==> src/rtl/cv32e40x_obi_tcm_responder_pkg.sv <==
// Shared types and helpers for the OBI TCM responder: the buffered response
// record, the FIFO depth ceiling and the request legality check.
package cv32e40x_obi_tcm_responder_pkg;

  typedef struct packed {
    logic [31:0] rdata;
    logic        err;
  } obi_tcm_resp_t;

  localparam int unsigned TCM_RESP_DEPTH_MAX = 8;
  localparam int unsigned OUTST_W            = $clog2(TCM_RESP_DEPTH_MAX + 1);

  // 33-bit compare so a TCM that ends at the top of the address map does not wrap.
  function automatic logic tcm_req_err(input logic [31:0] addr,
                                       input logic [3:0]  be,
                                       input logic [31:0] base,
                                       input int unsigned words);
    logic [32:0] a33;
    logic [32:0] lo33;
    logic [32:0] hi33;
    a33  = {1'b0, addr};
    lo33 = {1'b0, base};
    hi33 = lo33 + (33'(words) << 2);
    return (a33 < lo33) || (a33 >= hi33) || (be == 4'b0000);
  endfunction

endpackage

==> src/rtl/cv32e40x_obi_tcm_responder_if.sv <==
// OBI data-side bus between a requester (core/interconnect) and the TCM responder.
interface cv32e40x_obi_tcm_responder_if;

  // Address phase: a request transfers on the cycle req_i && gnt_o.
  // Response phase: a response transfers on the cycle rvalid_o && rready_i;
  // while rvalid_o && !rready_i the responder holds rdata_o/err_o stable.
  logic        req_i;
  logic        gnt_o;
  logic [31:0] addr_i;
  logic        we_i;
  logic [3:0]  be_i;
  logic [31:0] wdata_i;
  logic        rvalid_o;
  logic        rready_i;
  logic [31:0] rdata_o;
  logic        err_o;

  modport master (
    output req_i, addr_i, we_i, be_i, wdata_i, rready_i,
    input  gnt_o, rvalid_o, rdata_o, err_o
  );

  modport slave (
    input  req_i, addr_i, we_i, be_i, wdata_i, rready_i,
    output gnt_o, rvalid_o, rdata_o, err_o
  );

endinterface

==> src/rtl/cv32e40x_resp_fifo.sv <==
// Small synchronous FIFO for buffered responses; any DEPTH >= 1, including
// non-power-of-two, with explicit pointer wrap.
module cv32e40x_resp_fifo #(
  parameter type         T     = logic,
  parameter int unsigned DEPTH = 2,
  localparam int unsigned PTR_W = (DEPTH > 1) ? $clog2(DEPTH) : 1,
  localparam int unsigned CNT_W = $clog2(DEPTH + 1)
) (
  input  logic             clk,
  input  logic             rst_n,
  input  logic             push,
  input  logic             pop,
  input  T                 wdata,
  output T                 rdata,
  output logic             empty,
  output logic             full,
  output logic [CNT_W-1:0] count
);

  T                 mem_q [DEPTH];
  logic [PTR_W-1:0] wr_ptr_q;
  logic [PTR_W-1:0] rd_ptr_q;
  logic [CNT_W-1:0] cnt_q;
  logic             do_pop;

  function automatic logic [PTR_W-1:0] ptr_inc(input logic [PTR_W-1:0] p);
    return (p == PTR_W'(DEPTH - 1)) ? '0 : p + PTR_W'(1);
  endfunction

  assign do_pop = pop && !empty;
  assign empty  = (cnt_q == '0);
  assign full   = (cnt_q == CNT_W'(DEPTH));
  assign count  = cnt_q;
  assign rdata  = mem_q[rd_ptr_q];

  always_ff @(posedge clk or negedge rst_n) begin
    if (!rst_n) begin
      wr_ptr_q <= '0;
      rd_ptr_q <= '0;
      cnt_q    <= '0;
    end else begin
      if (push) wr_ptr_q <= ptr_inc(wr_ptr_q);
      if (do_pop) rd_ptr_q <= ptr_inc(rd_ptr_q);
      if (push && !do_pop) cnt_q <= cnt_q + CNT_W'(1);
      else if (!push && do_pop) cnt_q <= cnt_q - CNT_W'(1);
    end
  end

  // Storage carries no reset; validity is tracked by the pointers alone.
  always_ff @(posedge clk) begin
    if (push) mem_q[wr_ptr_q] <= wdata;
  end

  a_no_overflow: assert property (@(posedge clk) disable iff (!rst_n) push |-> !full);

endmodule

==> src/rtl/cv32e40x_obi_tcm_responder.sv <==
// OBI data-side responder in front of a 1-cycle-latency SRAM; in-order responses
// with bypass on an empty response buffer and bus errors for illegal requests.
module cv32e40x_obi_tcm_responder
  import cv32e40x_obi_tcm_responder_pkg::*;
#(
  parameter int unsigned DEPTH     = 2,
  parameter logic [31:0] MEM_BASE  = 32'h0000_0000,
  parameter int unsigned MEM_WORDS = 1024,
  localparam int unsigned MEM_AW   = $clog2(MEM_WORDS)
) (
  input  logic                  clk,
  input  logic                  rst_n,
  cv32e40x_obi_tcm_responder_if.slave obi,
  output logic                  mem_req_o,
  output logic                  mem_we_o,
  output logic [MEM_AW-1:0]     mem_addr_o,
  output logic [3:0]            mem_be_o,
  output logic [31:0]           mem_wdata_o,
  input  logic [31:0]           mem_rdata_i,
  output logic [OUTST_W-1:0]    dbg_outst_o
);

  localparam int unsigned CNT_W = $clog2(DEPTH + 1);

  if (DEPTH < 1 || DEPTH > TCM_RESP_DEPTH_MAX) begin : g_bad_depth
    $error("cv32e40x_obi_tcm_responder: DEPTH out of range 1..8");
  end
  if (MEM_BASE[1:0] != 2'b00) begin : g_bad_base
    $error("cv32e40x_obi_tcm_responder: MEM_BASE must be word aligned");
  end

  logic               pend_q;
  logic               pend_err_q;
  logic               pend_rd_q;
  logic               err_req;
  logic [OUTST_W-1:0] outst;

  obi_tcm_resp_t      live_resp;
  obi_tcm_resp_t      head_resp;
  obi_tcm_resp_t      out_resp;
  logic               fifo_push;
  logic               fifo_pop;
  logic               fifo_empty;
  logic               fifo_full;
  logic [CNT_W-1:0]   fifo_cnt;
  logic               rvalid;

  // Grant is not extended by a same-cycle pop: the slot frees one cycle later.
  assign outst       = OUTST_W'(fifo_cnt) + OUTST_W'(pend_q);
  assign err_req     = tcm_req_err(obi.addr_i, obi.be_i, MEM_BASE, MEM_WORDS);
  assign obi.gnt_o   = rst_n && obi.req_i && (outst < OUTST_W'(DEPTH));
  assign dbg_outst_o = outst;

  assign mem_req_o   = obi.gnt_o && !err_req;
  assign mem_we_o    = obi.gnt_o && obi.we_i;
  assign mem_addr_o  = MEM_AW'((obi.addr_i - MEM_BASE) >> 2);
  assign mem_be_o    = obi.be_i;
  assign mem_wdata_o = obi.wdata_i;

  always_ff @(posedge clk or negedge rst_n) begin
    if (!rst_n) begin
      pend_q     <= 1'b0;
      pend_err_q <= 1'b0;
      pend_rd_q  <= 1'b0;
    end else begin
      pend_q <= obi.gnt_o;
      if (obi.gnt_o) begin
        pend_err_q <= err_req;
        pend_rd_q  <= !obi.we_i && !err_req;
      end
    end
  end

  always_comb begin
    live_resp       = '0;
    live_resp.rdata = pend_rd_q ? mem_rdata_i : 32'h0;
    live_resp.err   = pend_err_q;
  end

  // A buffered head always wins so responses leave in grant order.
  always_comb begin
    out_resp = '0;
    rvalid   = 1'b0;
    if (!fifo_empty) begin
      out_resp = head_resp;
      rvalid   = 1'b1;
    end else if (pend_q) begin
      out_resp = live_resp;
      rvalid   = 1'b1;
    end
  end

  assign fifo_push    = pend_q && !(fifo_empty && obi.rready_i);
  assign fifo_pop     = rvalid && obi.rready_i && !fifo_empty;

  assign obi.rvalid_o = rvalid;
  assign obi.rdata_o  = out_resp.rdata;
  assign obi.err_o    = out_resp.err;

  cv32e40x_resp_fifo #(
    .T     (obi_tcm_resp_t),
    .DEPTH (DEPTH)
  ) u_resp_fifo (
    .clk   (clk),
    .rst_n (rst_n),
    .push  (fifo_push),
    .pop   (fifo_pop),
    .wdata (live_resp),
    .rdata (head_resp),
    .empty (fifo_empty),
    .full  (fifo_full),
    .count (fifo_cnt)
  );

  a_gnt_needs_req: assert property (@(posedge clk) disable iff (!rst_n) obi.gnt_o |-> obi.req_i);
  a_outst_bound:   assert property (@(posedge clk) disable iff (!rst_n) outst <= OUTST_W'(DEPTH));
  a_mem_needs_gnt: assert property (@(posedge clk) disable iff (!rst_n) mem_req_o |-> obi.gnt_o);
  a_full_no_pend:  assert property (@(posedge clk) disable iff (!rst_n) fifo_full |-> !pend_q);
  a_resp_stable:   assert property (@(posedge clk) disable iff (!rst_n)
                     (rvalid && !obi.rready_i) |=> (rvalid && $stable(out_resp)));

endmodule

==> src/flat_wrapper.sv <==
// flat-port wrapper written by rule: the top's interface ports become plain ports
module cv32e40x_obi_tcm_responder_flat import cv32e40x_obi_tcm_responder_pkg::*;
#(
  parameter int unsigned DEPTH     = 2,
  parameter logic [31:0] MEM_BASE  = 32'h0000_0000,
  parameter int unsigned MEM_WORDS = 1024,
  localparam int unsigned MEM_AW   = $clog2(MEM_WORDS)
)
  (clk, rst_n, mem_req_o, mem_we_o, mem_addr_o, mem_be_o, mem_wdata_o, mem_rdata_i, dbg_outst_o, obi_req_i, obi_addr_i, obi_we_i, obi_be_i, obi_wdata_i, obi_rready_i, obi_gnt_o, obi_rvalid_o, obi_rdata_o, obi_err_o);
  cv32e40x_obi_tcm_responder_if obi_i ();
  input  logic clk;
  input  logic rst_n;
  output logic mem_req_o;
  output logic mem_we_o;
  output logic [MEM_AW-1:0] mem_addr_o;
  output logic [3:0] mem_be_o;
  output logic [31:0] mem_wdata_o;
  input  logic [31:0] mem_rdata_i;
  output logic [OUTST_W-1:0] dbg_outst_o;
  input wire logic [$bits(obi_i.req_i)-1:0] obi_req_i;
  input wire logic [$bits(obi_i.addr_i)-1:0] obi_addr_i;
  input wire logic [$bits(obi_i.we_i)-1:0] obi_we_i;
  input wire logic [$bits(obi_i.be_i)-1:0] obi_be_i;
  input wire logic [$bits(obi_i.wdata_i)-1:0] obi_wdata_i;
  input wire logic [$bits(obi_i.rready_i)-1:0] obi_rready_i;
  output wire logic [$bits(obi_i.gnt_o)-1:0] obi_gnt_o;
  output wire logic [$bits(obi_i.rvalid_o)-1:0] obi_rvalid_o;
  output wire logic [$bits(obi_i.rdata_o)-1:0] obi_rdata_o;
  output wire logic [$bits(obi_i.err_o)-1:0] obi_err_o;
  assign obi_i.req_i = obi_req_i;
  assign obi_i.addr_i = obi_addr_i;
  assign obi_i.we_i = obi_we_i;
  assign obi_i.be_i = obi_be_i;
  assign obi_i.wdata_i = obi_wdata_i;
  assign obi_i.rready_i = obi_rready_i;
  assign obi_gnt_o = obi_i.gnt_o;
  assign obi_rvalid_o = obi_i.rvalid_o;
  assign obi_rdata_o = obi_i.rdata_o;
  assign obi_err_o = obi_i.err_o;
  cv32e40x_obi_tcm_responder #(.DEPTH(DEPTH), .MEM_BASE(MEM_BASE), .MEM_WORDS(MEM_WORDS)) u_core (.clk(clk), .rst_n(rst_n), .obi(obi_i), .mem_req_o(mem_req_o), .mem_we_o(mem_we_o), .mem_addr_o(mem_addr_o), .mem_be_o(mem_be_o), .mem_wdata_o(mem_wdata_o), .mem_rdata_i(mem_rdata_i), .dbg_outst_o(dbg_outst_o));
endmodule
==> config.mk <==
export PLATFORM = sky130hd
export DESIGN_NAME = cv32e40x_obi_tcm_responder_flat
export DESIGN_NICKNAME = d
export VERILOG_FILES = /design/src/rtl/cv32e40x_obi_tcm_responder_pkg.sv /design/src/rtl/cv32e40x_obi_tcm_responder_if.sv /design/src/rtl/cv32e40x_resp_fifo.sv /design/src/rtl/cv32e40x_obi_tcm_responder.sv /design/src/flat_wrapper.sv
export SDC_FILE = /design/constraint.sdc
export NUM_CORES = 1
export LEC_CHECK = 0
export BUFFER_PORTS_ARGS = -buffer_cell sky130_fd_sc_hd__buf_2
export CORE_MARGIN = 5
export CORE_UTILIZATION = 50
export CTS_CLUSTER_SIZE = 14
export DETAILED_ROUTE_END_ITERATION = 10
export GPL_ROUTABILITY_DRIVEN = 0
export PLACE_DENSITY = 0.95
export SYNTH_ARGS = -nofsm -noshare
export SYNTH_HDL_FRONTEND = slang
export SYNTH_HIERARCHICAL = 1
export SYNTH_SLANG_ARGS = --single-unit
==> constraint.sdc <==
create_clock -name clk -period 6.4 [get_ports clk]
set_clock_uncertainty 0.2 [all_clocks]
set_input_delay 1.28 -clock clk [delete_from_list [all_inputs] [get_ports clk]]
set_output_delay 1.28 -clock clk [all_outputs]
set_load 0.005 [all_outputs]
==> flow_summary_export.csv <==
group,metric,value,unit
setup_path,crit_family,"simple AND/OR/NAND/NOR gates",
route,vias,2491,
cts,hold_buffers,0,
pwr,comb_power_share,32.1,%
grt,grt_max_degree,39,
sta,final_hold_viol_count,0,
floorplanning,core,7730,µm²
cts,cts.sinks,73,
floorplanning,dieHeight,99.1,µm
sta,worst_slew_pin_slew,1.21,ns
final_layout,regArea,2160,µm²
placement,placed_cells,479,
sta,slew_headroom,19.2,%
pwr,p_clk_share,22.8,%
sta,min_period_over_period,72.0,%
final_layout,drive_gt1_share,39.7,%
sta,fin_hold_ws,0.302,ns
route,wl,7750,µm
setup_path,crit_path_end,"obi_rdata_o[20]",
setup_path,cp-startpoint,"u_core/u_resp_fifo/count[0]$_DFFE_PN0P_",
setup_path,cp-end-kind,"output pin",
sta,rsz0062_at_grt,"false",
setup_path,cp_max_fo,38,
route,drc,0,
setup_path,crit_chain,"nor2_4 > nand2_1 > o22ai_1 > buf_2",
final_layout,fillerInstances,659,
sta,setup_viol,0,
yosys,syn_area_per_cell,11.9,µm²
grt,grt-ovfl-total,0,
floorplanning,initial_core_util,51.4,%
grt,use_met1,16.8,%
yosys,yosysWarnings,6,
sta,fmax,0.217,GHz
pwr,irDropWorstVdd,0.255,mV
grt,grt_antenna_before_repair,0,
final_layout,multiInputGateArea,1100,µm²
setup_path,worst_path_largest_cell_delay,0.95,ns
route,drtIter0Drc,87,
final_layout,final_nets,497,
route,post_drt_wl_per_cell,15.7,µm
pwr,power_frac_seq,45.1,%
setup_path,r2r_end,"u_core/u_resp_fifo/mem_q[1][18]$_DFFE_PP_",
setup_path,critPathArrivalTime,3.13,ns
placement,dp_hpwl,5380,µm
pwr,p_sw_share,30.5,%
sta,fin_setup_tns,0,ns
cts,clock-root-buffer,"clkbuf_8",
setup_path,start_kind,"flip-flop",
setup_path,cp.depth,4,
cts,cts_resized,0,
cts,htreeDepth,3,
yosys,syn-num-nets,444,
cts,cts_tree,"yes",
yosys,synthCells,335,
sta,min_period,4.61,ns
grt,use_met3,5.05,%
grt,grt_pass1_vias,2597,
final_layout,syn_to_final_growth,9.36,%
floorplanning,io_pins,192,
floorplanning,die_area,9820,µm²
cts,cts_setup_buffers,0,
pwr,p_leak,0.00214,µW
final_layout,final_cell_count_no_fill,495,
cts,cts_max_path_buffers,2,
setup_path,r2r_slack,3.79,ns
placement,io_buffers,104,
grt,gr-usage-all-layers,16.0,%
yosys,synth_area,3970,µm²
route,dr.pass1.iters,4,
final_layout,final_util,56.2,%
pwr,pwr_density_cell,333,nW/µm²
run_status,outcome,"complete, no violations",
setup_path,r2r_start,"u_core/u_resp_fifo/count[0]$_DFFE_PN0P_",
route,vias_per_cell,5.03,
cts,clk-insertion-delay-late,0.32,ns
floorplanning,die_x,99.1,µm
setup_path,reg2reg_depth,3,
sta,drv_slew,0,
min_path,hold_path_class,"flip-flop to flip-flop",
job,max_cap_violations,0,
grt,grt_first_pass_wirelength,12500,µm
pwr,p_int,1000,µW
route,antenna_left,0,
setup_path,path_class,"flip-flop to output pin",
grt,grt_use_met2,28.8,%
setup_path,path_buf_inv,1,
setup_path,required,4.92,ns
min_path,worstHoldStart,"u_core/pend_err_q$_DFFE_PN0P_",
final_layout,insertedDiodeCount,0,
floorplanning,fp-row-count,32,
cts,numCtsBuffers,9,
cts,clkTransAtPathRegs,0.07,ns
grt,top_usage_layer,"met2",
setup_path,cpMaxStageDelayCell,"nand2_1",
pwr,p_sw,440,µW
==> layout by cell type (no fill, tap or decap), types with 2 or more instances in the layout <==
| cell | n |
|---|---|
| xor2_1 | 3 |
| ha_1 | 4 |
| clkbuf_8 | 9 |
| dfrtp_1 | 6 |
| nand3_1 | 2 |
| clkbuf_1 | 2 |
| edfxtp_1 | 66 |
| mux2_2 | 2 |
| xnor2_1 | 2 |
| mux2_4 | 29 |
| o21ai_1 | 2 |
| mux2_1 | 2 |
| clkinv_1 | 3 |
| o22ai_1 | 32 |
| nor4_2 | 4 |
| o41ai_2 | 2 |
| nand2b_1 | 2 |
| inv_1 | 68 |
| buf_2 | 104 |
| nand2_1 | 34 |
==> sequential cells by signal (all words and copies together), names as in the netlist <==
name                         flops
u_core/u_resp_fifo/wr_ptr_q      1
u_core/pend_err_q                1
u_core/u_resp_fifo/rd_ptr_q      1
u_core/u_resp_fifo/count         2
u_core/u_resp_fifo/mem_q        66
u_core/pend_q                    1
u_core/pend_rd_q                 1
==> per-stage QoR <==
step	power [µW]	setup WS [ns]	instance area, µm²
2_1_floorplan	1020	2.70	3970
3_3_place_gp	1120	2.24	4170
3_5_place_dp	1130	2.17	4170
4_1_cts	1460	1.80	4340
5_1_grt	1530	1.55	4340
6_report	1440	1.79	4340
==> how the worst min path moves through the flow <==
stage / endpoint / cells past startpoint
floorplan: u_core/u_resp_fifo/wr_ptr_q$_DFFE_PN0P_ / 1
global placement: u_core/u_resp_fifo/mem_q[1][0]$_DFFE_PP_ / 0
detailed placement: u_core/u_resp_fifo/mem_q[0][0]$_DFFE_PP_ / 0
CTS: u_core/u_resp_fifo/mem_q[1][0]$_DFFE_PP_ / 0
global route: u_core/u_resp_fifo/mem_q[0][0]$_DFFE_PP_ / 0
finish: u_core/u_resp_fifo/mem_q[1][0]$_DFFE_PP_ / 0
==> worst register-to-register path, cell delays in order (launching register included) <==
cell	delay, ns
dfrtp_1	0.47
nor2_4	0.74
a21boi_1	0.27
and2_2	0.56
==> metal layers <==
metal	share of wire [%]	vias up
met5	0	-
met4	1.9	0
met3	8.4	20
met2	53	112
met1	37	1172
li1	-	1187
==> final cells by class <==
class / count / area share (%)
Inverter: 68 / 5.88
Multi-Input combinational cell: 132 / 25.4
Clock inverter: 5 / 1.07
Timing Repair Buffer: 104 / 12.0
Sequential cell: 73 / 49.7
Tap cell: 102 / 2.94
Clock buffer: 11 / 3.03
==> power groups by stage <==
| stage | clock network (µW) | registers (µW) | logic (µW) |
|---|---|---|---|
| after floorplan | 0 | 595 | 425 |
| after global placement | 0 | 660 | 458 |
| after detailed placement | 0 | 663 | 469 |
| after CTS | 339 | 653 | 472 |
| after global routing | 363 | 661 | 509 |
| final | 329 | 651 | 464 |
(Power assumes the default switching activity.)
